### config.mk
export PLATFORM = sky130hd
export DESIGN_NAME = addsub_pipe
export DESIGN_NICKNAME = d
export VERILOG_FILES = /design/src/rtl/addsub_pkg.sv /design/src/rtl/addsub_seg.sv /design/src/rtl/addsub_pipe.sv
export SDC_FILE = /design/constraint.sdc
export NUM_CORES = 1
export LEC_CHECK = 0
export BUFFER_PORTS_ARGS = -buffer_cell sky130_fd_sc_hd__buf_2
export CORE_UTILIZATION = 40
export DETAILED_ROUTE_END_ITERATION = 10
export PLACE_DENSITY_LB_ADDON = 0.05
export SYNTH_ARGS = -nofsm -noshare
export SYNTH_HDL_FRONTEND = slang
export SYNTH_SLANG_ARGS = --single-unit
### constraint.sdc
create_clock -name clk -period 2.6 [get_ports clk]
set_clock_uncertainty 0.1 [all_clocks]
set_input_delay 0.13 -clock clk [delete_from_list [all_inputs] [get_ports clk]]
set_output_delay 0.13 -clock clk [all_outputs]
set_load 0.01 [all_outputs]
### src/rtl/addsub_pkg.sv
// Shared types and helpers for the segmented add/sub pipeline.
// Saturating output is enabled by defining ADDSUB_SAT_EN.
package addsub_pkg;

  localparam logic OP_ADD = 1'b0;
  localparam logic OP_SUB = 1'b1;

  typedef struct packed {
    logic cout;
    logic ovf;
    logic zero;
  } flags_t;

  // Returns 0 for an illegal split so the top can refuse it.
  function automatic int stages_f(input int w, input int s);
    if (s <= 0 || w <= 0) return 0;
    if (w % s != 0) return 0;
    return w / s;
  endfunction

endpackage

### src/rtl/addsub_seg.sv
// One SEG-bit slice of the carry chain.
// Purely combinational; the top registers its outputs.
module addsub_seg
  import addsub_pkg::*;
#(
  parameter int SEG = 4
) (
  input  logic [SEG-1:0] i_a,
  input  logic [SEG-1:0] i_b,
  input  logic           i_c,
  output logic [SEG-1:0] o_s,
  output logic           o_c
);

  logic [SEG:0] w_full;

  assign w_full = {1'b0, i_a}
                + {1'b0, i_b}
                + {{SEG{1'b0}}, i_c};
  assign o_s = w_full[SEG-1:0];
  assign o_c = w_full[SEG];

endmodule

### src/rtl/addsub_pipe.sv
// Pipelined WIDTH-bit add/sub, one SEG-bit carry segment per stage.
// Define ADDSUB_SAT_EN to clamp the result on signed overflow.
module addsub_pipe
  import addsub_pkg::*;
#(
  parameter int WIDTH = 16,
  parameter int SEG   = 4
) (
  input  logic             clk,
  input  logic             rst_n,
  input  logic             in_valid,
  output logic             in_ready,
  input  logic [WIDTH-1:0] in_a,
  input  logic [WIDTH-1:0] in_b,
  input  logic             in_op,
  input  logic             in_cin,
  output logic             out_valid,
  input  logic             out_ready,
  output logic [WIDTH-1:0] out_sum,
  output logic             out_cout,
  output logic             out_ovf,
  output logic             out_zero
);

  localparam int STAGES = stages_f(WIDTH, SEG);

  if (STAGES < 1 || STAGES > 16) begin : g_cfg_err
    $error("addsub_pipe: WIDTH must be SEG times 1..16");
  end

  logic             w_adv;
  logic             r_out_v;
  logic [WIDTH-1:0] r_sum;
  flags_t           r_flags;

  assign w_adv    = !r_out_v || out_ready;
  assign in_ready = w_adv;

  // Stage k adds segment k; unused upper operand bits ride along.
  genvar k;
  for (k = 0; k < STAGES; k++) begin : g_st
    localparam int LO = k * SEG;
    localparam int HW = WIDTH - LO;

    logic [HW-1:0]     w_a;
    logic [HW-1:0]     w_bx;
    logic              w_cin;
    logic              w_vin;
    logic              w_cout;
    logic [SEG-1:0]    w_seg;
    logic [LO+SEG-1:0] w_sum;

    if (k == 0) begin : g_in
      assign w_a   = in_a;
      assign w_bx  = (in_op == OP_SUB) ? ~in_b : in_b;
      assign w_cin = in_cin;
      assign w_vin = in_valid;
      assign w_sum = w_seg;
    end else begin : g_in
      assign w_a   = g_st[k-1].g_reg.r_a;
      assign w_bx  = g_st[k-1].g_reg.r_bx;
      assign w_cin = g_st[k-1].g_reg.r_c;
      assign w_vin = g_st[k-1].g_reg.r_v;
      assign w_sum = {w_seg, g_st[k-1].g_reg.r_s};
    end

    addsub_seg #(
      .SEG(SEG)
    ) u_seg (
      .i_a(w_a[SEG-1:0]),
      .i_b(w_bx[SEG-1:0]),
      .i_c(w_cin),
      .o_s(w_seg),
      .o_c(w_cout)
    );

    if (k < STAGES - 1) begin : g_reg
      logic              r_v;
      logic              r_c;
      logic [LO+SEG-1:0] r_s;
      logic [HW-SEG-1:0] r_a;
      logic [HW-SEG-1:0] r_bx;

      always_ff @(posedge clk or negedge rst_n) begin
        if (!rst_n) begin
          r_v  <= 1'b0;
          r_c  <= 1'b0;
          r_s  <= '0;
          r_a  <= '0;
          r_bx <= '0;
        end else if (w_adv) begin
          r_v  <= w_vin;
          r_c  <= w_cout;
          r_s  <= w_sum;
          r_a  <= w_a[HW-1:SEG];
          r_bx <= w_bx[HW-1:SEG];
        end
      end
    end
  end

  logic             w_vlast;
  logic             w_clast;
  logic             w_msb_a;
  logic             w_msb_b;
  logic             w_ovf;
  logic [WIDTH-1:0] w_wrap;
  logic [WIDTH-1:0] w_res;

  assign w_vlast = g_st[STAGES-1].w_vin;
  assign w_clast = g_st[STAGES-1].w_cout;
  assign w_wrap  = g_st[STAGES-1].w_sum;
  assign w_msb_a = g_st[STAGES-1].w_a[SEG-1];
  assign w_msb_b = g_st[STAGES-1].w_bx[SEG-1];
  assign w_ovf   = (w_msb_a == w_msb_b)
                && (w_wrap[WIDTH-1] != w_msb_a);

`ifdef ADDSUB_SAT_EN
  // Both operands negative means the clamp goes to the most negative value.
  assign w_res = !w_ovf ? w_wrap
               : w_msb_a ? {1'b1, {(WIDTH-1){1'b0}}}
               : {1'b0, {(WIDTH-1){1'b1}}};
`else
  assign w_res = w_wrap;
`endif

  always_ff @(posedge clk or negedge rst_n) begin
    if (!rst_n) begin
      r_out_v <= 1'b0;
      r_sum   <= '0;
      r_flags <= '0;
    end else if (w_adv) begin
      r_out_v      <= w_vlast;
      r_sum        <= w_res;
      r_flags.cout <= w_clast;
      r_flags.ovf  <= w_ovf;
      r_flags.zero <= (w_res == '0);
    end
  end

  assign out_valid = r_out_v;
  assign out_sum   = r_sum;
  assign out_cout  = r_flags.cout;
  assign out_ovf   = r_flags.ovf;
  assign out_zero  = r_flags.zero;

endmodule

==> results of run 1 <==
synth_stat cells:
cell type	count	area (sq um)
a21o_1	4	30.0
a21oi_1	13	65.1
a22o_1	1	8.76
buf_2	15	75.1
buf_4	3	22.5
buf_6	2	22.5
clkbuf_1	4	15.0
dfrtp_1	98	2450
fa_1	8	160
ha_1	12	150
inv_1	13	48.8
inv_2	1	3.75
nand2_1	216	811
nand2b_1	1	6.26
nand3_1	2	10.0
nor2_1	14	52.6
nor2b_1	4	25.0
nor2b_4	1	13.8
nor3_1	1	5.00
nor4_1	1	6.26
nor4_2	1	12.5
nor4b_1	1	8.76
nor4b_2	1	15.0
o21ai_0	24	120
o21ai_1	4	20.0
o31ai_1	1	7.51
xnor2_1	13	114
xor2_1	9	78.8
area by class of cell:
class / count / share of cell area (%)
clock inverter: 6 / 2.58
tap: 136 / 3.22
inverter: 14 / 0.993
clock buffer: 10 / 2.41
sequential: 98 / 46.4
multi-input combinational: 332 / 32.5
timing repair buffer: 91 / 11.9
flip-flops by register name, indices dropped and copies added, names as in the netlist:
name             cells
g_st.g_reg.r_a      24
g_st.g_reg.r_bx     24
g_st.g_reg.r_s      24
out_sum             16
g_st.g_reg.r_c       3
g_st.g_reg.r_v       3
out_cout             1
out_ovf              1
out_valid            1
out_zero             1
layer usage:
layer	vias up	routed length, um	GRT usage (%)	share of wire (%)
li1	1611	-	-	-
met1	1455	4130	22.4	50
met2	51	3710	25.6	45
met3	12	246	3.13	3.0
met4	0	147	7.05	1.8
met5	-	0	0	0
worst register-to-register path: cells and delay by family (launching register included):
family | cells | cell delay [ns]
flip-flops | 1 | 0.41
AND/OR/NAND/NOR | 3 | 0.31
AO/OA/AOI/OAI | 1 | 0.19
adder cells (fa/ha/maj) | 2 | 0.88
buffers and inverters | 1 | 0.09
where the power goes:
| group | switching, mW | internal [mW] |
|---|---|---|
| Clock | 0.528 | 0.740 |
| Sequential | 0.431 | 2.20 |
| Combinational | 1.16 | 0.876 |
| Total | 2.12 | 3.81 |
repair_timing:
action                                 in CTS  in global routing
buffers inserted                            0                  0
hold buffers                               26                  0
endpoints found under the hold margin      65                  0
setup endpoints to repair                   0                  0
path summary, 6_finish.rpt:
path / startpoint / end / slack [ns]
max: g_st[2].g_reg.r_c / out_zero / 0.50
min: in_cin / g_st[0].g_reg.r_s[0] / 0.06
max reg2reg: g_st[2].g_reg.r_c / out_zero / 0.50
min reg2reg: out_sum[2] / out_sum[2] / 0.37
max in group asynchronous: rst_n / g_st[2].g_reg.r_bx[1] / 1.53
min in group asynchronous: rst_n / g_st[0].g_reg.r_a[10] / 0.17
stage by stage:
step	total power, mW	worst slack (ns)
final	5.93	0.501
after global routing	6.46	0.405
after CTS	6.02	0.492
after detailed placement	4.72	0.522
after global placement	4.66	0.558
after floorplan	4.07	0.616
kinds of logic (layout without fill, tap and decap cells):
logic type               Yosys count  in the layout  synth area share (%)
XOR/XNOR                          22             22                  4.42
flip-flops                        98             98                  56.2
AND/OR/NAND/NOR                  243            243                  22.2
adder cells (fa/ha/maj)           20             20                  7.12
AO/OA/AOI/OAI                     47             47                  5.77
buffers and inverters             38            121                  4.30
==> results.sh, run 1 <==
export IMPL_start_kind="flop"
export IMPL_root_buffer="clkbuf_8"
export IMPL_powerDensity_mw_per_mm2=1120
export IMPL_cts_resized=0
export IMPL_place_gp_congestion=0.727
export IMPL_vias_per_cell=4.55
export IMPL_worst_setup_path_end_kind="flop"
export IMPL_critPathMostFrequentCell="fa_1"
export IMPL_cts_clk_slew_worst_paths_ns=0.09
export IMPL_hold_slack_ns=0.0575
export IMPL_htree_levels=3
export IMPL_crit_arrival_ns=2.25
export IMPL_r2r_cells=7
export IMPL_status="completed"
export IMPL_clk_latency_ns=0.37
export IMPL_grt_pass1_vias=3057
export IMPL_clkSinkCount=98
export IMPL_ys_warn_count=0
export IMPL_path_delay_family="adder cells"
export IMPL_chipWidth_um=106
export IMPL_core_area_sq_mm=0.0105
export IMPL_grtUsageTotal_pct=16.4
export IMPL_clockBufferDepth=2
export IMPL_drv_cap=0
export IMPL_start_util_pct=41.7
export IMPL_dp_hpwl_um=5550
export IMPL_timing_setup_tns_ns=0
export IMPL_clock_fmax_mhz=477
export IMPL_ir_drop_uv=333
export IMPL_yosys_cell_types_count=28
export IMPL_die_y_um=106
export IMPL_antenna_found_initial=0
export IMPL_hold_viol=0
export IMPL_dp_cells=645
export IMPL_path_buf_inv=1
export IMPL_fin_nets=604
export IMPL_rsz0062_at_grt="no"
export IMPL_dieArea_sq_mm=0.0113
export IMPL_critPathSlowestCell="fa_1"
export IMPL_p_leak_nw=2.72
export IMPL_setup_viol=0
export IMPL_synth_nets=526
export IMPL_tightest_slew_ns=0.768
export IMPL_drt_initial_drc_count=160
export IMPL_rows=37
export IMPL_drc=0
export IMPL_grt_max_degree=78
export IMPL_cp_num_cells=7
export IMPL_placed_area_sq_mm=0.00477
export IMPL_crit_path_max_incr_delay_ns=0.46
export IMPL_yosysSeqAreaShare_pct=56.2
export IMPL_multi_input_area_sq_mm=0.00172
export IMPL_min_path_cells=4
export IMPL_path_cells="fa_1 -> inv_1 -> fa_1 -> nor4b_2 -> nand3_1 -> nor4_2 -> a22o_1"
export IMPL_max_slew_margin_pct=48.8
export IMPL_wl_per_cell_um=12.0
export IMPL_vias=3129
export IMPL_grt_pass1_wl_um=14500
export IMPL_final_cell_mix="nand2_1, dfrtp_1, buf_2"
export IMPL_final_common_cell="nand2_1"
export IMPL_cts_buffers=9
export IMPL_seq_area_sq_mm=0.00245
export IMPL_totalWireLength_um=8230
export IMPL_ant_nets=0
export IMPL_postSynthAreaPerCell_sq_um=9.32
export IMPL_antenna_cells=0
export IMPL_min_period_ns=2.10
export IMPL_yosys_register_bits=98
export IMPL_cp_max_fo=2
export IMPL_fin_util_pct=50.6
export IMPL_ios=59
export IMPL_syn_area_sq_mm=0.00436
export IMPL_grt_overflow=0
export IMPL_final_cell_area_sq_mm=0.00529
export IMPL_drtPass1Iterations=4
export IMPL_drive_above_1_share_pct=15.2
export IMPL_min_period_over_period_pct=80.7
export IMPL_hold_class="in -> reg"
export IMPL_fin_cells=687
export IMPL_area_delta_synth_final_pct=21.3
export IMPL_maxSlewViolCount=0
export IMPL_port_buffers=58
export IMPL_cp_data_required_time_ns=2.75
export IMPL_setup_worst_path_class="reg -> reg"
export IMPL_syn_inst=468
export IMPL_tritoncts="yes"
export IMPL_nFillCells=1069
(Power assumes the default switching activity.)
==> run 2: changes to the inputs <==
==> constraint.sdc (replaced) <==
create_clock -name clk -period 2.1 [get_ports clk]
set_clock_uncertainty 0.1 [all_clocks]
set_input_delay 0.105 -clock clk [delete_from_list [all_inputs] [get_ports clk]]
set_output_delay 0.105 -clock clk [all_outputs]
set_load 0.01 [all_outputs]
==> results.sh, run 2 (same netlist as run 1, synthesis figures left out) <==
export IMPL_rows=37
export IMPL_clockBufferDepth=2
export IMPL_power_mw=7.15
export IMPL_dieArea_sq_mm=0.0113
export IMPL_drt_initial_drc_count=136
export IMPL_vias=3109
export IMPL_dp_cells=645
export IMPL_area_delta_synth_final_pct=20.9
export IMPL_max_slew_margin_pct=71.5
export IMPL_htree_levels=3
export IMPL_min_period_ns=2.02
export IMPL_cts_buffers=9
export IMPL_grt_pass1_wl_um=14800
export IMPL_root_buffer="clkbuf_8"
export IMPL_cp_data_required_time_ns=2.25
export IMPL_grt_overflow=0
export IMPL_fin_util_pct=50.4
export IMPL_timing_setup_tns_ns=0
export IMPL_worst_setup_path_end_kind="flop"
export IMPL_start_util_pct=41.7
export IMPL_drc=0
export IMPL_startpoint="g_st[2].g_reg.r_bx[0]"
export IMPL_p_leak_nw=2.71
export IMPL_final_cell_mix="nand2_1, dfrtp_1, buf_2"
export IMPL_totalWireLength_um=8400
export IMPL_r2r_start="g_st[2].g_reg.r_bx[0]"
export IMPL_tightest_slew_ns=0.428
export IMPL_antenna_cells=0
export IMPL_hold_class="in -> reg"
export IMPL_start_kind="flop"
export IMPL_hold_viol=0
export IMPL_drtPass1Iterations=4
export IMPL_final_common_cell="nand2_1"
export IMPL_drv_cap=0
export IMPL_grtUsageTotal_pct=16.7
export IMPL_core_area_sq_mm=0.0105
export IMPL_ios=59
export IMPL_wl_per_cell_um=12.2
export IMPL_port_buffers=58
export IMPL_crit_arrival_ns=2.17
export IMPL_dp_hpwl_um=5540
export IMPL_cp_max_fo=2
export IMPL_grt_met3_usage_pct=2.64
export IMPL_drive_above_1_share_pct=15.6
export IMPL_status="completed"
export IMPL_crit_path_max_incr_delay_ns=0.42
export IMPL_path_cells="fa_2 -> inv_1 -> fa_1 -> nor4b_2 -> nand3_1 -> nor4_2 -> a22o_1"
export IMPL_ant_nets=0
export IMPL_grt_use_met1_pct=22.6
export IMPL_fin_cells=688
export IMPL_grt_max_degree=106
export IMPL_setup_viol=0
export IMPL_fin_nets=606
export IMPL_tritoncts="yes"
export IMPL_critPathSlowestCell="fa_1"
export IMPL_grt_busiest_layer="met2"
export IMPL_cts_clk_slew_worst_paths_ns=0.09
export IMPL_place_gp_congestion=0.720
export IMPL_maxSlewViolCount=0
export IMPL_chipWidth_um=106
export IMPL_hold_slack_ns=0.0577
export IMPL_grt_pass1_vias=3140
export IMPL_clock_fmax_mhz=494
export IMPL_powerDensity_mw_per_mm2=1360
export IMPL_clk_latency_ns=0.36
export IMPL_met2_usage_pct=26.3
export IMPL_vias_per_cell=4.52
export IMPL_antenna_found_initial=0
export IMPL_die_y_um=106
export IMPL_largestRegisters="g_st.g_reg.r_a: 24 flops, g_st.g_reg.r_bx: 24 flops, g_st.g_reg.r_s: 24 flops"
export IMPL_ir_drop_uv=464
export IMPL_clkSinkCount=98
export IMPL_setup_worst_path_class="reg -> reg"
export IMPL_min_from="in_a[3]"
export IMPL_min_period_over_period_pct=96.3
export IMPL_rsz0062_at_grt="no"
## run 2: cell count changes in the layout (fill, tap and decap cells not counted), sizes merged
cell,delta
buf,+2
bufinv,-2
clkbuf,+1
clkinv,+1
inv,-1
## run 2: where the power goes
part,switching [mW],internal [mW],total [mW]
sequential,0.526,2.72,3.25
clock,0.635,0.700,1.33
combinational,1.44,1.13,2.57
## run 2: worst paths after layout
path | slack [ns] | cells after the start | to
max in group asynchronous | 1.14 | 3 | g_st[0].g_reg.r_s[2]
worst min register to register | 0.36 | 2 | out_sum[0]
worst min-delay path | 0.06 | 4 | g_st[0].g_reg.r_c
worst max register to register | 0.08 | 7 | out_zero
min in group asynchronous | 0.11 | 2 | out_sum[0]
worst max-delay path | 0.08 | 7 | out_zero
## run 2: layout make-up
cell class                      instances  area, sq um
Fill cell                            1033         5190
Timing Repair Buffer                   93          658
Inverter                               14         52.6
Clock buffer                           11          141
Clock inverter                          4         76.3
Multi-Input combinational cell        332         1720
Sequential cell                        98         2450
Tap cell                              136          170
## run 2: repair_timing
item / 4_1_cts / 5_1_grt
hold buffers: 26 / 0
endpoints found under the setup margin: 0 / 1
gates resized for setup: 0 / 1
endpoints found under the hold margin: 100 / 0
setup buffers: 0 / 2
## run 2: metrics by stage
stage	area (sq um)	setup slack, ns
3_3_place_gp	4780	0.0523
5_1_grt	5270	0.00408
3_5_place_dp	4780	0.0171
6_report	5270	0.0777
4_1_cts	5260	0.00746
2_1_floorplan	4360	0.116
## run 2: worst max-delay path: cells and delay by family (launching register included)
| kind | cells | cell delay, ns |
|---|---|---|
| adders and majority gates | 2 | 0.82 |
| DFF | 1 | 0.41 |
| and+or+nand+nor | 3 | 0.32 |
| AOI/OAI and AO/OA | 1 | 0.19 |
| buffers and inverters | 1 | 0.08 |
## run 2: metal layers
layer  up-vias  wire (um)
li1       1615          -
met1      1431       4340
met2        52       3670
met3        11        239
met4         0        160
met5         -          0
==> run 3: changes to the inputs <==
--- a/config.mk
+++ b/config.mk
@@ -11,4 +11,5 @@
 export PLACE_DENSITY_LB_ADDON = 0.05
 export SYNTH_ARGS = -nofsm -noshare
 export SYNTH_HDL_FRONTEND = slang
+export SYNTH_HIERARCHICAL = 1
 export SYNTH_SLANG_ARGS = --single-unit
==> results.sh, run 3 <==
export IMPL_drv_cap=0
export IMPL_port_buffers=58
export IMPL_status="completed"
export IMPL_final_cell_mix="dfrtp_1, buf_2, mux2_4"
export IMPL_met2_usage_pct=21.2
export IMPL_drtPass1Iterations=4
export IMPL_fin_cells=545
export IMPL_ys_flop_type="dfrtp_1"
export IMPL_r2r_setup_slack_ns=0.12
export IMPL_cp_data_required_time_ns=2.22
export IMPL_totalWireLength_um=7960
export IMPL_synthAdderAreaFrac_pct=6.73
export IMPL_synthArstFlopShare_pct=100
export IMPL_fin_ws_ns=0.121
export IMPL_clk_latency_ns=0.34
export IMPL_antenna_found_initial=0
export IMPL_path_buf_inv=0
export IMPL_largestRegisters="g_st.g_reg.r_a: 24 flops, g_st.g_reg.r_bx: 24 flops, g_st.g_reg.r_s: 24 flops"
export IMPL_dp_hpwl_um=5410
export IMPL_min_period_ns=1.98
export IMPL_grt_use_met1_pct=21.4
export IMPL_ant_nets=0
export IMPL_htree_levels=3
export IMPL_vias=2548
export IMPL_worst_setup_path_end_kind="flop"
export IMPL_wl_per_cell_um=14.6
export IMPL_chipWidth_um=109
export IMPL_yosys_top_cells_area="dfrtp_1, mux2_4, mux2_2"
export IMPL_timing_setup_tns_ns=0
export IMPL_cts_buffers=9
export IMPL_max_slew_margin_pct=75.9
export IMPL_setup_worst_path_end="out_ovf"
export IMPL_startpoint="g_st[2].g_reg.r_a[0]"
export IMPL_grt_pass1_vias=2566
export IMPL_hold_viol=0
export IMPL_grt_max_degree=60
export IMPL_synth_mux_area_share_pct=24.6
export IMPL_rows=38
export IMPL_yosys_register_bits=98
export IMPL_tightest_slew_ns=0.358
export IMPL_grtUsageTotal_pct=15.1
export IMPL_root_buffer="clkbuf_16"
export IMPL_r2r_cells=7
export IMPL_core_area_sq_mm=0.0110
export IMPL_place_ws_ns=0.0705
export IMPL_yosys_cell_types_count=23
export IMPL_yosys_area_share_simple_pct=3.53
export IMPL_tritoncts="yes"
export IMPL_die_y_um=109
export IMPL_synth_top_family_by_area="multiplexers"
export IMPL_postSynthAreaPerCell_sq_um=14.7
export IMPL_drive_above_1_share_pct=42.0
export IMPL_yosys_area_share_xor_xnor_pct=4.56
export IMPL_powerDensity_mw_per_mm2=1520
export IMPL_netlist_top_cell_by_area="dfrtp_1"
export IMPL_yosysSeqAreaShare_pct=53.2
export IMPL_area_delta_synth_final_pct=22.6
export IMPL_critPathMostFrequentCell="a21oi_1"
export IMPL_synth_compound_area_share_pct=3.37
export IMPL_dieArea_sq_mm=0.0120
export IMPL_grt_overflow=0
export IMPL_cp_num_cells=7
export IMPL_place_gp_congestion=0.679
export IMPL_reg2reg_to="out_ovf"
export IMPL_drc=0
export IMPL_start_util_pct=41.8
export IMPL_ir_drop_uv=1150
export IMPL_critPathSlowestCell="fa_1"
export IMPL_crit_path_max_incr_delay_ns=0.44
export IMPL_yosysMostFrequentCell="dfrtp_1"
export IMPL_syn_area_sq_mm=0.00461
export IMPL_path_cells="fa_1 -> a21o_1 -> a21oi_2 -> xnor2_2 -> and3b_1 -> a21oi_1 -> a21oi_1"
export IMPL_drt_initial_drc_count=93
export IMPL_ys_warn_count=6
export IMPL_vias_per_cell=4.68
export IMPL_fin_nets=458
export IMPL_synth_top_cell_area_share_pct=53.2
export IMPL_path_delay_family="compound AO/OA/AOI/OAI gates"
export IMPL_synthTopCellsByCount="dfrtp_1, mux2_4, mux2_2"
export IMPL_grt_met3_usage_pct=5.22
export IMPL_clkSinkCount=98
export IMPL_grt_busiest_layer="met1"
export IMPL_fin_util_pct=51.2
export IMPL_cp_max_fo=4
export IMPL_crit_arrival_ns=2.09
export IMPL_dp_cells=503
export IMPL_rsz0062_at_grt="no"
export IMPL_start_kind="flop"
export IMPL_setup_worst_path_class="reg -> reg"
export IMPL_grt_pass1_wl_um=13200
export IMPL_min_period_over_period_pct=94.2
export IMPL_r2r_start="g_st[2].g_reg.r_a[0]"
export IMPL_syn_inst=313
export IMPL_p_leak_nw=2.69
export IMPL_synth_edff_count=0
export IMPL_cts_clk_slew_worst_paths_ns=0.07
export IMPL_maxSlewViolCount=0
export IMPL_antenna_cells=0
export IMPL_clock_fmax_mhz=505
export IMPL_setup_viol=0
export IMPL_ios=59
export IMPL_final_common_cell="dfrtp_1"
export IMPL_clockBufferDepth=2
export IMPL_hold_class="in -> async"
export IMPL_synth_nets=371
==> run 3: changes by cell type in the layout (fill, tap and decap cells not counted), sizes merged, moves of 2 or more <==
cell	previous run	this run
nand2	216	0
buf	67	64
o21ai	28	4
nor4b	2	0
nand2b	1	6
a21oi	13	18
xor2	9	4
nand3	2	0
inv	14	17
nor4	2	4
xnor2	13	20
mux2	0	83
==> run 3: metal layers <==
metal,up-vias,part of all wire (%)
met5,-,0
met4,0,1.5
met3,9,4.1
met2,48,42
met1,1251,52
li1,1240,-
==> run 3: worst min path at each step <==
| stage | to | slack [ns] | depth (start not counted) |
|---|---|---|---|
| after CTS | g_st[0].g_reg.r_c | 0.09 | 4 |
| after global placement | g_st[0].g_reg.r_s[0] | -0.06 | 1 |
| after detailed placement | g_st[0].g_reg.r_s[0] | -0.06 | 1 |
| after global routing | g_st[0].g_reg.r_c | 0.11 | 4 |
| after floorplan | g_st[0].g_reg.r_a[0] | -0.29 | 0 |
| final | g_st[0].g_reg.r_s[0] | 0.10 | 2 |
==> run 3: report_power, final <==
| group | total [mW] | switching (mW) | leakage [nW] | internal [mW] |
|---|---|---|---|---|
| clock | 1.84 | 0.700 | 0.165 | 1.14 |
| combinational | 3.39 | 1.33 | 1.39 | 2.07 |
| sequential | 3.35 | 0.599 | 1.14 | 2.75 |
==> run 3: kinds of logic (layout without fill, tap and decap cells) <==
family / count (synthesis) / after routing
DFF: 98 / 98
AOI/OAI and AO/OA: 26 / 26
adders and majority gates: 20 / 20
buffers and inverters: 31 / 123
muxes: 84 / 84
and+or+nand+nor: 30 / 30
xor gates and xnor gates: 24 / 24
==> run 3: area by class of cell <==
cell class	instances	area [sq um]
clock buffer	12	267
multi-input combinational	184	1980
tap	140	175
sequential	98	2450
fill	961	5380
inverter	17	63.8
clock inverter	4	72.6
timing repair buffer	90	636
==> run 3: what timing repair did <==
item / CTS / global route
buffers inserted: 0 / 0
hold buffers: 26 / 0
hold endpoints to repair: 97 / 0
endpoints found under the setup margin: 0 / 2
resized for setup: 0 / 2
==> run 3: metrics by stage <==
stage               hold WS, ns  area, sq um  total power [mW]
finish                    0.100         5650              8.58
global route              0.107         5650              9.20
CTS                      0.0892         5640              8.67
detailed placement      -0.0617         5040              6.75
global placement        -0.0572         5040              6.68
floorplan                -0.291         4610              5.93
